File: src/rtl/tensor_pkg.sv
// Package shared by the tensor parameter loader slice.
// Contents:
//   state_t      loader FSM states (IDLE, LOAD_MAT, LOAD_VEC, CHECK)
//   DATA_W       parameter word width
//   DEF_*        default matrix/vector dimensions and index widths
// CHECK is only reachable when TENSOR_LOADER_CHECKSUM_EN is defined.
package tensor_pkg;

  localparam int DATA_W      = 16;
  localparam int DEF_ROWS    = 2;
  localparam int DEF_COLS    = 4;
  localparam int DEF_VEC_LEN = 4;
  localparam int DEF_ROW_W   = 2;
  localparam int DEF_COL_W   = 4;
  localparam int DEF_VEC_W   = 4;

  typedef enum logic [1:0] {
    IDLE     = 2'd0,
    LOAD_MAT = 2'd1,
    LOAD_VEC = 2'd2,
    CHECK    = 2'd3
  } state_t;

endpackage

File: src/rtl/tensor_param_loader_if.sv
// Valid/ready parameter stream between the host parameter path and the loader.
// Signals:
//   in_valid  word valid (host -> loader)
//   in_data   parameter word (host -> loader)
//   in_ready  loader can take a word (loader -> host)
// Modports: master = host side, slave = loader side.
interface tensor_param_loader_if #(
  parameter int W = tensor_pkg::DATA_W
) ();

  logic         in_valid;
  logic         in_ready;
  logic [W-1:0] in_data;

  modport master (output in_valid, output in_data, input in_ready);
  modport slave  (input in_valid, input in_data, output in_ready);

endinterface

File: src/rtl/tensor_index_counter.sv
// 2-D row/column index counter. Column steps first; at the last column it
// wraps to 0 and the row advances (row wraps to 0 after the last row).
// Ports:
//   clk, reset_n  clock, asynchronous active-low reset
//   clear         synchronous return to (0,0); wins over en
//   en            advance one position
//   row, col      current position
//   last          high while positioned at (ROWS-1, COLS-1)
// A 1-D index is obtained by instantiating with ROWS = 1.
module tensor_index_counter #(
  parameter int ROWS  = 2,
  parameter int COLS  = 4,
  parameter int ROW_W = 2,
  parameter int COL_W = 4
) (
  input  logic             clk,
  input  logic             reset_n,
  input  logic             clear,
  input  logic             en,
  output logic [ROW_W-1:0] row,
  output logic [COL_W-1:0] col,
  output logic             last
);

  localparam logic [ROW_W-1:0] ROW_MAX = ROW_W'(ROWS - 1);
  localparam logic [COL_W-1:0] COL_MAX = COL_W'(COLS - 1);

  logic [ROW_W-1:0] row_reg;
  logic [COL_W-1:0] col_reg;
  logic             col_wrap;
  logic             row_wrap;

  assign col_wrap = (col_reg == COL_MAX);
  assign row_wrap = (row_reg == ROW_MAX);
  assign last     = col_wrap & row_wrap;
  assign row      = row_reg;
  assign col      = col_reg;

  always_ff @(posedge clk or negedge reset_n) begin
    if (!reset_n) begin
      row_reg <= '0;
      col_reg <= '0;
    end else if (clear) begin
      row_reg <= '0;
      col_reg <= '0;
    end else if (en) begin
      if (col_wrap) begin
        col_reg <= '0;
        row_reg <= row_wrap ? '0 : row_reg + 1'b1;
      end else begin
        col_reg <= col_reg + 1'b1;
      end
    end
  end

endmodule

File: src/rtl/tensor_param_loader.sv
// Write-side initiator for the tensor parameter stores. Takes a valid/ready
// stream of words and writes them row-major into the matrix store, then in
// order into the vector store. All store-side outputs are registered: a word
// accepted in cycle N produces its strobe/indices/data in cycle N+1.
// Ports:
//   clk, reset_n          clock, asynchronous active-low reset
//   start                 begin a load (only looked at in IDLE)
//   abort                 cancel a load, back to IDLE next cycle, no done
//   in_bus (slave)        parameter word stream
//   mat_write/seli/selj   matrix store strobe and row/column index
//   vec_write/vec_sel     vector store strobe and index
//   param_data            word for both stores
//   busy                  any state other than IDLE
//   done                  one-cycle pulse at load completion
//   err                   checksum mismatch (TENSOR_LOADER_CHECKSUM_EN only)
// Optional feature macro: TENSOR_LOADER_CHECKSUM_EN adds a CHECK state that
// consumes one trailing checksum word and reports err alongside done.
module tensor_param_loader
  import tensor_pkg::*;
#(
  parameter int ROWS    = DEF_ROWS,
  parameter int COLS    = DEF_COLS,
  parameter int VEC_LEN = DEF_VEC_LEN,
  parameter int ROW_W   = DEF_ROW_W,
  parameter int COL_W   = DEF_COL_W,
  parameter int VEC_W   = DEF_VEC_W
) (
  input  logic                   clk,
  input  logic                   reset_n,
  input  logic                   start,
  input  logic                   abort,
  tensor_param_loader_if.slave   in_bus,
  output logic                   mat_write,
  output logic [ROW_W-1:0]       mat_seli,
  output logic [COL_W-1:0]       mat_selj,
  output logic                   vec_write,
  output logic [VEC_W-1:0]       vec_sel,
  output logic [DATA_W-1:0]      param_data,
  output logic                   busy,
  output logic                   done
`ifdef TENSOR_LOADER_CHECKSUM_EN
  ,
  output logic                   err
`endif
);

  state_t state_reg, state_next;

  logic              mat_write_reg,  mat_write_next;
  logic [ROW_W-1:0]  mat_seli_reg,   mat_seli_next;
  logic [COL_W-1:0]  mat_selj_reg,   mat_selj_next;
  logic              vec_write_reg,  vec_write_next;
  logic [VEC_W-1:0]  vec_sel_reg,    vec_sel_next;
  logic [DATA_W-1:0] param_data_reg, param_data_next;
  logic              done_reg,       done_next;

`ifdef TENSOR_LOADER_CHECKSUM_EN
  logic [DATA_W-1:0] sum_reg, sum_next;
  logic              err_reg, err_next;
`endif

  logic             in_ready_w;
  logic             accept;
  logic             mat_en, vec_en, cnt_clear;
  logic [ROW_W-1:0] mat_row;
  logic [COL_W-1:0] mat_col;
  logic             mat_last;
  logic [0:0]       vec_row;
  logic [VEC_W-1:0] vec_col;
  logic             vec_last;
  logic [VEC_W-1:0] vec_idx;

  // Ready is a function of state only, never of in_valid.
`ifdef TENSOR_LOADER_CHECKSUM_EN
  assign in_ready_w = (state_reg == LOAD_MAT) || (state_reg == LOAD_VEC) ||
                      (state_reg == CHECK);
`else
  assign in_ready_w = (state_reg == LOAD_MAT) || (state_reg == LOAD_VEC);
`endif
  assign in_bus.in_ready = in_ready_w;
  assign accept          = in_bus.in_valid & in_ready_w;

  tensor_index_counter #(
    .ROWS (ROWS),
    .COLS (COLS),
    .ROW_W(ROW_W),
    .COL_W(COL_W)
  ) u_mat_cnt (
    .clk    (clk),
    .reset_n(reset_n),
    .clear  (cnt_clear),
    .en     (mat_en),
    .row    (mat_row),
    .col    (mat_col),
    .last   (mat_last)
  );

  tensor_index_counter #(
    .ROWS (1),
    .COLS (VEC_LEN),
    .ROW_W(1),
    .COL_W(VEC_W)
  ) u_vec_cnt (
    .clk    (clk),
    .reset_n(reset_n),
    .clear  (cnt_clear),
    .en     (vec_en),
    .row    (vec_row),
    .col    (vec_col),
    .last   (vec_last)
  );

  // Flattened index of the single-row counter; the row term is always zero.
  assign vec_idx = VEC_W'(vec_row) * VEC_W'(VEC_LEN) + vec_col;

  always_comb begin
    state_next      = state_reg;
    mat_write_next  = 1'b0;
    vec_write_next  = 1'b0;
    done_next       = 1'b0;
    mat_seli_next   = mat_seli_reg;
    mat_selj_next   = mat_selj_reg;
    vec_sel_next    = vec_sel_reg;
    param_data_next = param_data_reg;
    mat_en          = 1'b0;
    vec_en          = 1'b0;
    cnt_clear       = 1'b0;
`ifdef TENSOR_LOADER_CHECKSUM_EN
    sum_next        = sum_reg;
    err_next        = err_reg;
`endif

    if (abort) begin
      // A word offered in the abort cycle is dropped.
      state_next = IDLE;
      cnt_clear  = 1'b1;
`ifdef TENSOR_LOADER_CHECKSUM_EN
      sum_next   = '0;
      err_next   = 1'b0;
`endif
    end else begin
      case (state_reg)
        IDLE: begin
          if (start) begin
            state_next = LOAD_MAT;
            cnt_clear  = 1'b1;
`ifdef TENSOR_LOADER_CHECKSUM_EN
            sum_next   = '0;
            err_next   = 1'b0;
`endif
          end
        end
        LOAD_MAT: begin
          if (accept) begin
            mat_write_next  = 1'b1;
            mat_seli_next   = mat_row;
            mat_selj_next   = mat_col;
            param_data_next = in_bus.in_data;
            mat_en          = 1'b1;
`ifdef TENSOR_LOADER_CHECKSUM_EN
            sum_next        = sum_reg + in_bus.in_data;
`endif
            if (mat_last) state_next = LOAD_VEC;
          end
        end
        LOAD_VEC: begin
          if (accept) begin
            vec_write_next  = 1'b1;
            vec_sel_next    = vec_idx;
            param_data_next = in_bus.in_data;
            vec_en          = 1'b1;
`ifdef TENSOR_LOADER_CHECKSUM_EN
            sum_next        = sum_reg + in_bus.in_data;
            if (vec_last) state_next = CHECK;
`else
            if (vec_last) begin
              state_next = IDLE;
              done_next  = 1'b1;
            end
`endif
          end
        end
        CHECK: begin
`ifdef TENSOR_LOADER_CHECKSUM_EN
          // Trailing checksum word: consumed without a store strobe.
          if (accept) begin
            state_next = IDLE;
            done_next  = 1'b1;
            err_next   = (sum_reg != in_bus.in_data);
          end
`else
          state_next = IDLE;
`endif
        end
        default: state_next = IDLE;
      endcase
    end
  end

  always_ff @(posedge clk or negedge reset_n) begin
    if (!reset_n) begin
      state_reg      <= IDLE;
      mat_write_reg  <= 1'b0;
      mat_seli_reg   <= '0;
      mat_selj_reg   <= '0;
      vec_write_reg  <= 1'b0;
      vec_sel_reg    <= '0;
      param_data_reg <= '0;
      done_reg       <= 1'b0;
`ifdef TENSOR_LOADER_CHECKSUM_EN
      sum_reg        <= '0;
      err_reg        <= 1'b0;
`endif
    end else begin
      state_reg      <= state_next;
      mat_write_reg  <= mat_write_next;
      mat_seli_reg   <= mat_seli_next;
      mat_selj_reg   <= mat_selj_next;
      vec_write_reg  <= vec_write_next;
      vec_sel_reg    <= vec_sel_next;
      param_data_reg <= param_data_next;
      done_reg       <= done_next;
`ifdef TENSOR_LOADER_CHECKSUM_EN
      sum_reg        <= sum_next;
      err_reg        <= err_next;
`endif
    end
  end

  assign mat_write  = mat_write_reg;
  assign mat_seli   = mat_seli_reg;
  assign mat_selj   = mat_selj_reg;
  assign vec_write  = vec_write_reg;
  assign vec_sel    = vec_sel_reg;
  assign param_data = param_data_reg;
  assign done       = done_reg;
  assign busy       = (state_reg != IDLE);
`ifdef TENSOR_LOADER_CHECKSUM_EN
  assign err        = err_reg;
`endif

endmodule

File: src/flat_wrapper.sv
// flat-port wrapper written by rule: the top's interface ports become plain ports
module tensor_param_loader_flat import tensor_pkg::*;
#(
  parameter int ROWS    = DEF_ROWS,
  parameter int COLS    = DEF_COLS,
  parameter int VEC_LEN = DEF_VEC_LEN,
  parameter int ROW_W   = DEF_ROW_W,
  parameter int COL_W   = DEF_COL_W,
  parameter int VEC_W   = DEF_VEC_W
)
  (clk, reset_n, start, abort, mat_write, mat_seli, mat_selj, vec_write, vec_sel, param_data, busy, done, in_bus_in_valid, in_bus_in_data, in_bus_in_ready);
  tensor_param_loader_if #(.W(16)) in_bus_i ();
  input  logic clk;
  input  logic reset_n;
  input  logic start;
  input  logic abort;
  output logic mat_write;
  output logic [ROW_W-1:0] mat_seli;
  output logic [COL_W-1:0] mat_selj;
  output logic vec_write;
  output logic [VEC_W-1:0] vec_sel;
  output logic [DATA_W-1:0] param_data;
  output logic busy;
  output logic done;
  input wire logic [$bits(in_bus_i.in_valid)-1:0] in_bus_in_valid;
  input wire logic [$bits(in_bus_i.in_data)-1:0] in_bus_in_data;
  output wire logic [$bits(in_bus_i.in_ready)-1:0] in_bus_in_ready;
  assign in_bus_i.in_valid = in_bus_in_valid;
  assign in_bus_i.in_data = in_bus_in_data;
  assign in_bus_in_ready = in_bus_i.in_ready;
  tensor_param_loader #(.ROWS(ROWS), .COLS(COLS), .VEC_LEN(VEC_LEN), .ROW_W(ROW_W), .COL_W(COL_W), .VEC_W(VEC_W)) u_core (.clk(clk), .reset_n(reset_n), .start(start), .abort(abort), .in_bus(in_bus_i), .mat_write(mat_write), .mat_seli(mat_seli), .mat_selj(mat_selj), .vec_write(vec_write), .vec_sel(vec_sel), .param_data(param_data), .busy(busy), .done(done));
endmodule
File: config.mk
export PLATFORM = sky130hd
export DESIGN_NAME = tensor_param_loader_flat
export DESIGN_NICKNAME = d
export VERILOG_FILES = /design/src/rtl/tensor_pkg.sv /design/src/rtl/tensor_param_loader_if.sv /design/src/rtl/tensor_index_counter.sv /design/src/rtl/tensor_param_loader.sv /design/src/flat_wrapper.sv
export SDC_FILE = /design/constraint.sdc
export NUM_CORES = 1
export LEC_CHECK = 0
export ABC_CLOCK_PERIOD_IN_PS = 1480
export CAP_MARGIN = 5
export CORE_MARGIN = 1.5
export CORE_UTILIZATION = 42
export CTS_CLUSTER_SIZE = 8
export DETAILED_ROUTE_END_ITERATION = 8
export MAX_ROUTING_LAYER = met4
export PLACE_DENSITY = 0.83
export SLEW_MARGIN = 20
export SYNTH_ARGS = -nofsm -noshare
export SYNTH_HDL_FRONTEND = slang
export SYNTH_SLANG_ARGS = --single-unit
export TNS_END_PERCENT = 20
File: constraint.sdc
create_clock -name clk -period 1.48 [get_ports clk]
set_input_delay 0.444 -clock clk [delete_from_list [all_inputs] [get_ports clk]]
set_output_delay 0.444 -clock clk [all_outputs]
set_load 0.005 [all_outputs]
==> results of run 1 <==
worst max path at each step:
stage                                              startpoint                             endpoint  slack (ns)  cells past startpoint
after floorplan           u_core.u_vec_cnt.col[0]$_DFFE_PN0P_      u_core.state_reg[0]$_DFFE_PN0P_       -0.11                      5
after global placement                                  abort      u_core.state_reg[0]$_DFFE_PN0P_       -0.39                      5
after detailed placement                                abort      u_core.state_reg[0]$_DFFE_PN0P_       -0.45                      5
after CTS                 u_core.u_vec_cnt.col[1]$_DFFE_PN0P_      u_core.state_reg[0]$_DFFE_PN0P_       -0.14                      5
after global routing          u_core.state_reg[1]$_DFFE_PN0P_  u_core.u_mat_cnt.col[3]$_DFFE_PN0P_       -0.22                      8
final                     u_core.u_vec_cnt.col[1]$_DFFE_PN0P_      u_core.state_reg[0]$_DFFE_PN0P_       -0.13                      5
worst max-delay path, stage by stage, from the launching register on:
cell	delay (ns)
sky130_fd_sc_hd__dfrtp_1	0.36
sky130_fd_sc_hd__ha_2	0.18
sky130_fd_sc_hd__or3b_4	0.40
sky130_fd_sc_hd__a221oi_4	0.33
sky130_fd_sc_hd__o21a_1	0.17
sky130_fd_sc_hd__o21ai_1	0.06
synth_stat cells:
master,instances
sky130_fd_sc_hd__buf_2,2
sky130_fd_sc_hd__nor3_1,1
sky130_fd_sc_hd__inv_1,8
sky130_fd_sc_hd__nand3_1,1
sky130_fd_sc_hd__or3b_4,1
sky130_fd_sc_hd__nand4b_2,1
sky130_fd_sc_hd__ha_1,6
sky130_fd_sc_hd__mux2_2,16
sky130_fd_sc_hd__clkbuf_1,1
sky130_fd_sc_hd__a221oi_4,1
sky130_fd_sc_hd__and2b_2,1
sky130_fd_sc_hd__nand3_2,1
sky130_fd_sc_hd__nand2_1,38
sky130_fd_sc_hd__nor2b_1,1
sky130_fd_sc_hd__nor4_2,1
sky130_fd_sc_hd__o2111ai_1,1
sky130_fd_sc_hd__xor2_1,2
sky130_fd_sc_hd__nand4_1,2
sky130_fd_sc_hd__nor3b_1,3
sky130_fd_sc_hd__o21ai_0,4
sky130_fd_sc_hd__a21oi_1,9
sky130_fd_sc_hd__or3b_2,1
sky130_fd_sc_hd__clkinv_1,1
sky130_fd_sc_hd__a311oi_1,1
sky130_fd_sc_hd__o21a_1,1
sky130_fd_sc_hd__dfrtp_1,41
sky130_fd_sc_hd__nor2_1,5
sky130_fd_sc_hd__nand4b_1,3
per-stage QoR:
stage	setup WS [ns]	util	total power, mW	setup TNS [ns]
final	-0.125	0.679	3.20	-1.71
after global routing	-0.216	0.679	3.40	-4.38
after CTS	-0.140	0.663	3.21	-1.51
after detailed placement	-0.447	0.644	2.70	-11.03
after global placement	-0.386	0.644	2.64	-10.04
after floorplan	-0.109	-	1.93	-0.189
power groups by stage:
stage	registers, mW	clock network [mW]	logic [mW]
2_1_floorplan	1.51	0	0.420
6_report	1.46	0.665	1.07
4_1_cts	1.47	0.692	1.05
3_3_place_gp	1.47	0	1.17
5_1_grt	1.49	0.732	1.17
3_5_place_dp	1.49	0	1.20
cell families after synthesis:
logic type      after synthesis
compound gates               17
xor+xnor                      2
fa+ha+maj                     6
buf+inv                      12
flops                        41
mux                          16
simple gates                 60
metal layers:
layer	vias up	part of all wire	GRT usage
met2	39	0.53	0.319
met3	9	0.051	0.0543
met4	0	0.024	0.0850
met5	-	0	-
li1	700	-	-
met1	688	0.40	0.184
area by class of cell:
cell class	instances	area share
Tap cell	50	0.0229
Timing Repair Buffer	84	0.276
Multi-Input combinational cell	101	0.284
Inverter	9	0.0128
Sequential cell	41	0.375
Clock buffer	8	0.0293
timing repair:
item,in CTS,in global routing
setup endpoints to repair,63,38
pin swaps,9,13
buffers inserted,2,1
gates resized for setup,49,18
==> results summary, run 1 <==
Clock latency on the worst-skew pair, taken at its later pin, is approximately 0.28 ns. The worst register-to-register path ends at u_core.state_reg[0]$_DFFE_PN0P_. Leaving out fill and tap cells, the most frequent cell in the layout is sky130_fd_sc_hd__dfrtp_1. Of the synthesized area, sequential elements account for 0.580.

The area added between synthesis and finish is 54.7%. The ratio of final minimum period to clock period is 1.08. The port buffer count is 51. The max-capacitance violation count came out at 0. The combined global-route utilization of all metal layers came out at 0.181. 0 antenna diodes ended up in the layout. The share of total power dissipated in the clock network is 0.208. The area of combinational cells with multiple inputs came out at 776 sq um. The clock root buffer is sky130_fd_sc_hd__clkbuf_8. The fmax is roughly 620 MHz. The largest net degree at the start of global routing came out at 31. Of the cells placed in the final design, the portion with a size suffix greater than 1 is 0.346. The worst setup path is captured at a register. The part of the total power dissipated in sequential elements is 0.458.

The final setup violation count came out at 33. The via density per instance is between 4 and 5. The ratio of total power to cell area is between 1000 and 1500 mW/mm^2. The slew of the pin with the lowest slew margin came out at 0.412 ns. The die span in x is slightly below 70 um. The internal power of the cells totals about 2.4 mW. Of the post-synthesis cell area, the part taken by muxes is 0.102. In this run the vertical extent of the chip is 67.9 um. The floorplan die area came out at 0.00461 sq mm. The maximum level of the CTS H-tree came out at 2. No sink is reached through more buffers than the 2 on the longest clock path. The core region is 0.00403 sq mm. The biggest area consumer among synthesized cells is sky130_fd_sc_hd__dfrtp_1. Counting distinct cell types in the post-synthesis netlist gives 28. The cell count after placement came out at roughly 280.

The count of filler cells inserted in the layout is approximately 300. In this run the critical register-to-register path is launched from u_core.u_vec_cnt.col[1]$_DFFE_PN0P_. The final non-filler cell total is approximately 290. The final-layout worst hold slack is 0.0407 ns. The number of cells on the worst reg-to-reg path is 5. The TritonCTS clock tree is yes. The count of hold buffers inserted by post-cts repair is 0. STA classifies the critical path startpoint as a register. The flip-flop count of the largest register, all copies and words added is 16.

The detail route stage leaves a number of antenna-violating nets equal to 0. The routed wire length is approximately 3.7 mm. The highest fanout seen on the critical path came out at 4. The detailed-route via count came out at ~1400. By startpoint and endpoint, the worst setup path is classified as reg -> reg. The final reports fail on setup timing. The congestion estimate from routability-driven global placement came to approximately 0.76.

The number of pins with negative max-slew slack in the final report is 0. After detailed routing, the average wire length per cell comes to between 10 and 15 um. The slack of the critical path came out at -0.125 ns.

Data on the critical path arrives at its endpoint at approximately 1.8 ns. Of the total synthesized cell area, the portion taken by full adders, half adders and majority gates is 0.0425. The initial antenna violation count came out at 0. The min-delay analysis places its worst path in the category in -> async. The basic-gate share of the synthesized area counting and, or, nand and nor cells is 0.173.

The largest voltage drop on the vdd net is around 0.68 mV. The count of final hold-check violations came out at 0. The flip-flop and latch count after synthesis is approximately 40. During I/O placement, the number of pins put on the boundary was 52. Leaving out fill and tap cells, the most frequent cells in the layout are sky130_fd_sc_hd__dfrtp_1, sky130_fd_sc_hd__nand2_1, sky130_fd_sc_hd__dlygate4sd2_1, sky130_fd_sc_hd__buf_4, sky130_fd_sc_hd__clkdlybuf4s50_1. The number of violations reported at the end of detailed-routing iteration 0 came out at 62. The net switching power of the design came out at about 0.84 mW. The leakage power figure came out at roughly 1.4 nW. For this run, the number of Yosys warnings is 0. The net count of the finished layout is ~270. The number of CTS-inserted buffers is 5.

The placed standard-cell area is approximately 0.0026 sq mm. The compound-gate portion of the synthesized area came out at 0.0658. Clock tree synthesis found a total of slightly above 40 sinks.

The area share of xor/xnor cells in the synthesized design is 0.00991. The final period demand of the worst path came out at roughly 1.6 ns. The required arrival time at the worst endpoint came out at roughly 1.7 ns.

After detailed routing, the number of remaining DRC violations is 0. The detailed-placement wirelength estimate came out at 2.86 mm. The initial core utilization came out at 0.439. The run finished, with violations left. Setup repair after global routing could not meet its margin everywhere. The internal reg-to-reg setup slack came out at -0.13 ns. The logic gate share of total power came out at 0.334.

The number of nets handed over by synthesis was about 180. In this run the tightest slew margin relative to its limit is 0.725. The cell count after synthesis came out at about 150. The number of global-route vias before repair is ~1400. The initialized floorplan defines 23 standard-cell rows. The wire length of the first global-routing pass came out at slightly below 6 mm. The area share of the leading cell type in the synthesized netlist is 0.580. The mean instance size in the synthesized netlist came out at about 11 sq um. By area, the combinational part of the netlist is dominated by simple AND/OR/NAND/NOR gates. The finished layout cell area is about 0.0027 sq mm.

Summing all flip-flop and latch instances after layout gives 0.00103 sq mm. The number of detailed-routing iterations run before antenna repair came out at 4. Sorting the synthesized cells by area gives the leading types as sky130_fd_sc_hd__dfrtp_1, sky130_fd_sc_hd__mux2_2, sky130_fd_sc_hd__nand2_1.

The clock slew seen by the registers of the worst setup and hold paths is about 0.070 ns. The final global-route overflow total is 0. The synthesized netlist occupies a cell area of 0.00177 sq mm. Between clock sinks in the finished design, the worst skew comes to between 0.003 and 0.004 ns. Of the total power, the share spent switching nets is 0.264.
Power figures use the tool's default switching activity.
==> run 2: changes to the inputs <==
--- a/config.mk
+++ b/config.mk
@@ -9,7 +9,6 @@
 export CAP_MARGIN = 5
 export CORE_MARGIN = 1.5
 export CORE_UTILIZATION = 42
-export CTS_CLUSTER_SIZE = 8
 export DETAILED_ROUTE_END_ITERATION = 8
 export MAX_ROUTING_LAYER = met4
 export PLACE_DENSITY = 0.83
==> results of run 2 <==
Final layout, timing and power as in run 1 (identical DEF).
